$ cat src/rtl/p2l_channel_arbiter_if.sv
// Handshake bundle of the pulse-to-level channel arbiter.
//   req_pulse   : one-cycle event request per requester
//   err_clr     : clears the sticky timeout flag
//   ack_level   : returned toggle level, already synchronized into clk1
//   tx_level    : toggle level driven into the crossing channel
//   tx_id       : index of the event in flight
//   busy        : arbiter is not idle
//   pend        : registered pending flags
//   done_pulse  : one-cycle completion strobe, one-hot at tx_id
//   timeout_err : sticky acknowledge-timeout flag
// The slave modport is the arbiter; the master modport is the requester/far side.
interface p2l_channel_arbiter_if #(
  parameter int unsigned NUM_REQ = 4,
  parameter int unsigned ID_W    = 2
);
  logic [NUM_REQ-1:0] req_pulse;
  logic               err_clr;
  logic               ack_level;
  logic               tx_level;
  logic [ID_W-1:0]    tx_id;
  logic               busy;
  logic [NUM_REQ-1:0] pend;
  logic [NUM_REQ-1:0] done_pulse;
  logic               timeout_err;

  modport slave (
    input  req_pulse, err_clr, ack_level,
    output tx_level, tx_id, busy, pend, done_pulse, timeout_err
  );

  modport master (
    output req_pulse, err_clr, ack_level,
    input  tx_level, tx_id, busy, pend, done_pulse, timeout_err
  );
endinterface

$ cat src/rtl/p2l_channel_arbiter.sv
// Source-side controller sharing one toggle (pulse-to-level) crossing among
// NUM_REQ requesters. Request pulses are latched as pending flags, one is picked
// round-robin, launched by toggling tx_level, and the next launch waits until the
// returned ack_level matches. A stuck acknowledge raises a sticky timeout flag but
// never aborts the transfer.
//   clk1  : clock
//   reset : asynchronous active-low reset
//   bus   : slave side of p2l_channel_arbiter_if (requests, ack in; level, status out)
module p2l_channel_arbiter #(
  parameter int unsigned NUM_REQ     = 4,
  parameter int unsigned ID_W        = 2,
  parameter int unsigned ACK_TIMEOUT = 255
) (
  input  logic                clk1,
  input  logic                reset,
  p2l_channel_arbiter_if.slave bus
);

  localparam int unsigned     TW        = $clog2(ACK_TIMEOUT + 1);
  localparam logic [TW-1:0]   TMAX      = TW'(ACK_TIMEOUT);
  localparam logic [ID_W-1:0] LAST_INIT = ID_W'(NUM_REQ - 1);

  localparam logic [1:0] IDLE     = 2'd0;
  localparam logic [1:0] WAIT_ACK = 2'd1;
  localparam logic [1:0] DONE     = 2'd2;

  logic [1:0]         state_q, state_d;
  logic               tx_level_q, tx_level_d;
  logic [ID_W-1:0]    tx_id_q, tx_id_d;
  logic [ID_W-1:0]    last_grant_q, last_grant_d;
  logic [NUM_REQ-1:0] pend_q, pend_d, pend_clr;
  logic [NUM_REQ-1:0] done_q, done_d;
  logic [TW-1:0]      timer_q, timer_d;
  logic               err_q, err_d, err_set;

  logic               grant_valid;
  logic [ID_W-1:0]    grant_idx;
  logic               hi_found, lo_found;
  logic [ID_W-1:0]    hi_idx, lo_idx;

  // Round-robin pick: lowest pending index above last_grant wins; otherwise wrap
  // around to the lowest pending index at or below it.
  always_comb begin
    hi_found = 1'b0;
    lo_found = 1'b0;
    hi_idx   = '0;
    lo_idx   = '0;
    for (int i = 0; i < int'(NUM_REQ); i++) begin
      if (pend_q[i]) begin
        if (i > int'(last_grant_q)) begin
          if (!hi_found) begin
            hi_found = 1'b1;
            hi_idx   = ID_W'(i);
          end
        end else if (!lo_found) begin
          lo_found = 1'b1;
          lo_idx   = ID_W'(i);
        end
      end
    end
    grant_valid = hi_found | lo_found;
    grant_idx   = hi_found ? hi_idx : lo_idx;
  end

  always_comb begin
    state_d      = state_q;
    tx_level_d   = tx_level_q;
    tx_id_d      = tx_id_q;
    last_grant_d = last_grant_q;
    timer_d      = timer_q;
    pend_clr     = '0;
    done_d       = '0;
    err_set      = 1'b0;

    case (state_q)
      IDLE: begin
        // ack_level is ignored here; only a launch can start a handshake.
        if (grant_valid) begin
          tx_level_d = ~tx_level_q;
          tx_id_d    = grant_idx;
          pend_clr   = NUM_REQ'(1) << grant_idx;
          timer_d    = '0;
          state_d    = WAIT_ACK;
        end
      end
      WAIT_ACK: begin
        if (bus.ack_level == tx_level_q) begin
          state_d = DONE;
          done_d  = NUM_REQ'(1) << tx_id_q;
        end else if (timer_q != TMAX) begin
          // Flag only on the cycle the timer arrives at the limit, so a clear
          // while still waiting is not immediately overridden.
          timer_d = timer_q + TW'(1);
          err_set = (timer_d == TMAX);
        end
      end
      DONE: begin
        last_grant_d = tx_id_q;
        state_d      = IDLE;
      end
      default: state_d = IDLE;
    endcase
  end

  // A request on the grant edge survives the clear: it is a new event.
  assign pend_d = (pend_q & ~pend_clr) | bus.req_pulse;
  assign err_d  = err_set | (err_q & ~bus.err_clr);

  always_ff @(posedge clk1 or negedge reset) begin
    if (!reset) begin
      state_q      <= IDLE;
      tx_level_q   <= 1'b0;
      tx_id_q      <= '0;
      last_grant_q <= LAST_INIT;
      pend_q       <= '0;
      done_q       <= '0;
      timer_q      <= '0;
      err_q        <= 1'b0;
    end else begin
      state_q      <= state_d;
      tx_level_q   <= tx_level_d;
      tx_id_q      <= tx_id_d;
      last_grant_q <= last_grant_d;
      pend_q       <= pend_d;
      done_q       <= done_d;
      timer_q      <= timer_d;
      err_q        <= err_d;
    end
  end

  assign bus.tx_level    = tx_level_q;
  assign bus.tx_id       = tx_id_q;
  assign bus.busy        = (state_q != IDLE);
  assign bus.pend        = pend_q;
  assign bus.done_pulse  = done_q;
  assign bus.timeout_err = err_q;

endmodule

$ cat src/flat_wrapper.sv
// flat-port wrapper written by rule: the top's interface ports become plain ports
module p2l_channel_arbiter_flat 
#(
  parameter int unsigned NUM_REQ     = 4,
  parameter int unsigned ID_W        = 2,
  parameter int unsigned ACK_TIMEOUT = 255
)
  (clk1, reset, bus_req_pulse, bus_err_clr, bus_ack_level, bus_tx_level, bus_tx_id, bus_busy, bus_pend, bus_done_pulse, bus_timeout_err);
  p2l_channel_arbiter_if #(.NUM_REQ(NUM_REQ), .ID_W(ID_W)) bus_i ();
  input  logic clk1;
  input  logic reset;
  input wire logic [$bits(bus_i.req_pulse)-1:0] bus_req_pulse;
  input wire logic [$bits(bus_i.err_clr)-1:0] bus_err_clr;
  input wire logic [$bits(bus_i.ack_level)-1:0] bus_ack_level;
  output wire logic [$bits(bus_i.tx_level)-1:0] bus_tx_level;
  output wire logic [$bits(bus_i.tx_id)-1:0] bus_tx_id;
  output wire logic [$bits(bus_i.busy)-1:0] bus_busy;
  output wire logic [$bits(bus_i.pend)-1:0] bus_pend;
  output wire logic [$bits(bus_i.done_pulse)-1:0] bus_done_pulse;
  output wire logic [$bits(bus_i.timeout_err)-1:0] bus_timeout_err;
  assign bus_i.req_pulse = bus_req_pulse;
  assign bus_i.err_clr = bus_err_clr;
  assign bus_i.ack_level = bus_ack_level;
  assign bus_tx_level = bus_i.tx_level;
  assign bus_tx_id = bus_i.tx_id;
  assign bus_busy = bus_i.busy;
  assign bus_pend = bus_i.pend;
  assign bus_done_pulse = bus_i.done_pulse;
  assign bus_timeout_err = bus_i.timeout_err;
  p2l_channel_arbiter #(.NUM_REQ(NUM_REQ), .ID_W(ID_W), .ACK_TIMEOUT(ACK_TIMEOUT)) u_core (.clk1(clk1), .reset(reset), .bus(bus_i));
endmodule
$ cat config.mk
export PLATFORM = sky130hd
export DESIGN_NAME = p2l_channel_arbiter_flat
export DESIGN_NICKNAME = d
export VERILOG_FILES = /design/src/rtl/p2l_channel_arbiter_if.sv /design/src/rtl/p2l_channel_arbiter.sv /design/src/flat_wrapper.sv
export SDC_FILE = /design/constraint.sdc
export NUM_CORES = 1
export LEC_CHECK = 0
export ABC_AREA = 1
export BUFFER_PORTS_ARGS = -buffer_cell sky130_fd_sc_hd__buf_2
export CORE_MARGIN = 4
export CORE_UTILIZATION = 51
export CTS_CLUSTER_SIZE = 40
export DETAILED_ROUTE_END_ITERATION = 7
export PLACE_DENSITY_LB_ADDON = 0.1
export SLEW_MARGIN = 0
export SYNTH_ARGS = -nofsm -noshare
export SYNTH_HDL_FRONTEND = slang
export SYNTH_SLANG_ARGS = --single-unit
$ cat constraint.sdc
create_clock -name clk1 -period 1.8 [get_ports clk1]
set_input_delay 0.36 -clock clk1 [delete_from_list [all_inputs] [get_ports clk1]]
set_output_delay 0.36 -clock clk1 [all_outputs]
set_load 0.03 [all_outputs]
==> results_dict.tcl <==
set metrics [dict create \
    cts_tree "yes" \
    syn_nets 173 \
    register_area_um2 603 \
    avgSynthCellArea_um2 8.20 \
    first_pass_iters 4 \
    rows 18 \
    status "completed" \
    setup_tns_ps 0 \
    ir_drop_mv 0.810 \
    synth-edff-count 0 \
    rsz0062_at_grt "no" \
    p_leak_nw 0.742 \
    area_growth_pct 11.3 \
    drive_above_1_share_pct 28.6 \
    clk_pin_slew_ps 140 \
    grt_overflow_total 0 \
    grt_max_degree 25 \
    drv_slew 0 \
    synth_area_mm2 0.00134 \
    seq_area_frac_synth_pct 45.1 \
    setup-violations-final 0 \
    critPathLaunchType "register" \
    ys_async_sr_fraction_pct 100 \
    io_pins 21 \
    synth.top_cells.by_area "dfrtp_1, nand2_1, inv_1" \
    hpwl_um 1900 \
    synth_most_common_cell "nand2_1" \
    maxSlewHeadroom_pct 63.7 \
    min_period_ps 1580 \
    synth_cells 163 \
    gp_congestion 0.925 \
    maxCapViolCount 0 \
    post_cts_buffers 0 \
    drt_iter0_drc 46 \
    route.detailed.drc 0 \
    ctsHtreeMaxLevel 1 \
    wirelength_um 2510 \
    crit_path_max_incr_delay_ps 420 \
    crit_type "register to primary output" \
    synthFlopType "dfrtp_1" \
    gr-usage-all-layers_pct 17.3 \
    core-area_mm2 0.00248 \
    fmaxAchievable_ghz 0.635 \
    cts-root-buf "clkbuf_4" \
    synth_top_cells_by_count "nand2_1, dfrtp_1, inv_1" \
    clk_path_buf_depth 2 \
    endpoint_kind "primary output" \
    ant_nets 0 \
    wl_per_cell_um 11.7 \
    clock_skew_ps 8.14 \
    power_density_mw_per_mm2 1580 \
    critPathArrivalTime_ps 1220 \
    hold_class "input pin to async pin" \
    n_fill_cell 240 \
    io_buffers 20 \
    vias 1101 \
    die_h_um 59.2 \
    whs_ps 9.82 \
    postPlaceCellArea_mm2 0.00145 \
    yosys_warnings 0 \
    insertion_delay_ps 310 \
    grt_pass1_vias 1105 \
    die_x_um 59.2 \
    synth-seq-cells 24 \
    fin_area_mm2 0.00149 \
    clock-sinks 24 \
    min_period_over_period_pct 87.5 \
    layout.nets 196 \
    antenna_found_initial 0 \
    initial_utilization_pct 53.9 \
    required_ps 1440 \
    fp.dieArea_mm2 0.00350 \
    num_antenna_cells 0 \
    path_cells "nor2_2 > inv_1 > buf_2" \
    viasPerCell 5.12 \
    crit_slowest_cell "dfrtp_1" \
    cts_inserted_buffers 3 \
    yosysTopAreaCellShare_pct 41.2 \
    hold_viol_final 0 \
    path_max_fanout 6 \
    tightest_slew_ps 544 \
    synth.distinct_cells 27 \
    multi_input_area_um2 621 \
    grt_pass1_wl_um 4630 \
    synth_top_area_cell "dfrtp_1" \
]
==> worst paths after layout <==
| path | start | endpoint | slack (ps) | cells after the start |
|---|---|---|---|---|
| max | u_core.state_q[0] | bus_busy | 220 | 3 |
| min | reset | u_core.bus.done_pulse[1] | 10 | 1 |
| max reg2reg | u_core.last_grant_q[1] | u_core.timer_q[0] | 230 | 7 |
| min reg2reg | u_core.bus.timeout_err | u_core.bus.timeout_err | 490 | 2 |
| max in group asynchronous | reset | u_core.last_grant_q[0] | 1420 | 1 |
| min in group clk1 | bus_req_pulse[3] | u_core.bus.pend[3] | 220 | 3 |
==> logic make-up (layout without fill, tap and decap cells) <==
| logic type | Yosys count | after routing | synth area share (%) |
|---|---|---|---|
| xor gates and xnor gates | 4 | 4 | 2.62 |
| and+or+nand+nor | 88 | 88 | 31.9 |
| buffers and inverters | 26 | 48 | 8.61 |
| adders and majority gates | 2 | 2 | 1.87 |
| DFF | 24 | 24 | 45.1 |
| AOI/OAI and AO/OA | 19 | 19 | 9.83 |
==> critical path: cells and delay by family (launching register included) <==
family        cells  cell delay, ps
buf+inv           2             240
simple gates      1             260
flops             1             420
==> area by class of cell <==
| type | count | area share, % |
|---|---|---|
| clock buffers | 4 | 2.44 |
| inverters | 24 | 6.06 |
| flip-flops and latches | 24 | 40.5 |
| multi-input cells | 113 | 41.7 |
| well taps | 30 | 2.52 |
| repair buffers | 20 | 6.73 |
==> placed cells by master (no fill, tap or decap), types with 4 or more instances in the layout <==
cell type	instances
buf_2	20
dfrtp_1	22
inv_1	21
nand2_1	41
nand2_2	6
nand3_1	13
nand4_1	4
nor2_1	7
nor3_1	6
o21ai_0	7
o21ai_2	8
==> power breakdown <==
| part | switching, W | internal [W] |
|---|---|---|
| Combinational | 0.000856 | 0.000351 |
| Sequential | 0.000149 | 0.000709 |
| Clock | 0.000162 | 0.000123 |
| Total | 0.00117 | 0.00118 |
==> per-layer routing <==
layer	wire [um]	vias to the layer above	GRT usage, %
met5	0	-	0
met2	1300	24	29.2
li1	-	565	-
met3	105	2	1.96
met4	14	0	8.09
met1	1090	510	21.9
==> stage by stage <==
stage | util, % | setup slack [ps] | power, W | instances
3_5_place_dp | 58.5 | 256 | 0.00208 | 211
4_1_cts | 59.9 | 97.5 | 0.00237 | 215
2_1_floorplan | - | 338 | 0.00183 | 163
6_report | 60.1 | 224 | 0.00235 | 215
5_1_grt | 60.1 | 72.1 | 0.00258 | 215
3_3_place_gp | 58.5 | 295 | 0.00204 | 211
==> state kept, by name, indices dropped and copies added, names as in the netlist <==
name,cells
u_core.bus.tx_id,2
u_core.bus.done_pulse,4
u_core.state_q,2
u_core.bus.tx_level,1
u_core.timer_q,8
u_core.bus.pend,4
u_core.last_grant_q,2
u_core.bus.timeout_err,1
==> timing repair <==
action | 4_1_cts | 5_1_grt
gates resized for setup | 0 | 1
hold buffers | 0 | 0
setup endpoints to repair | 0 | 1
(Power assumes the default switching activity.)
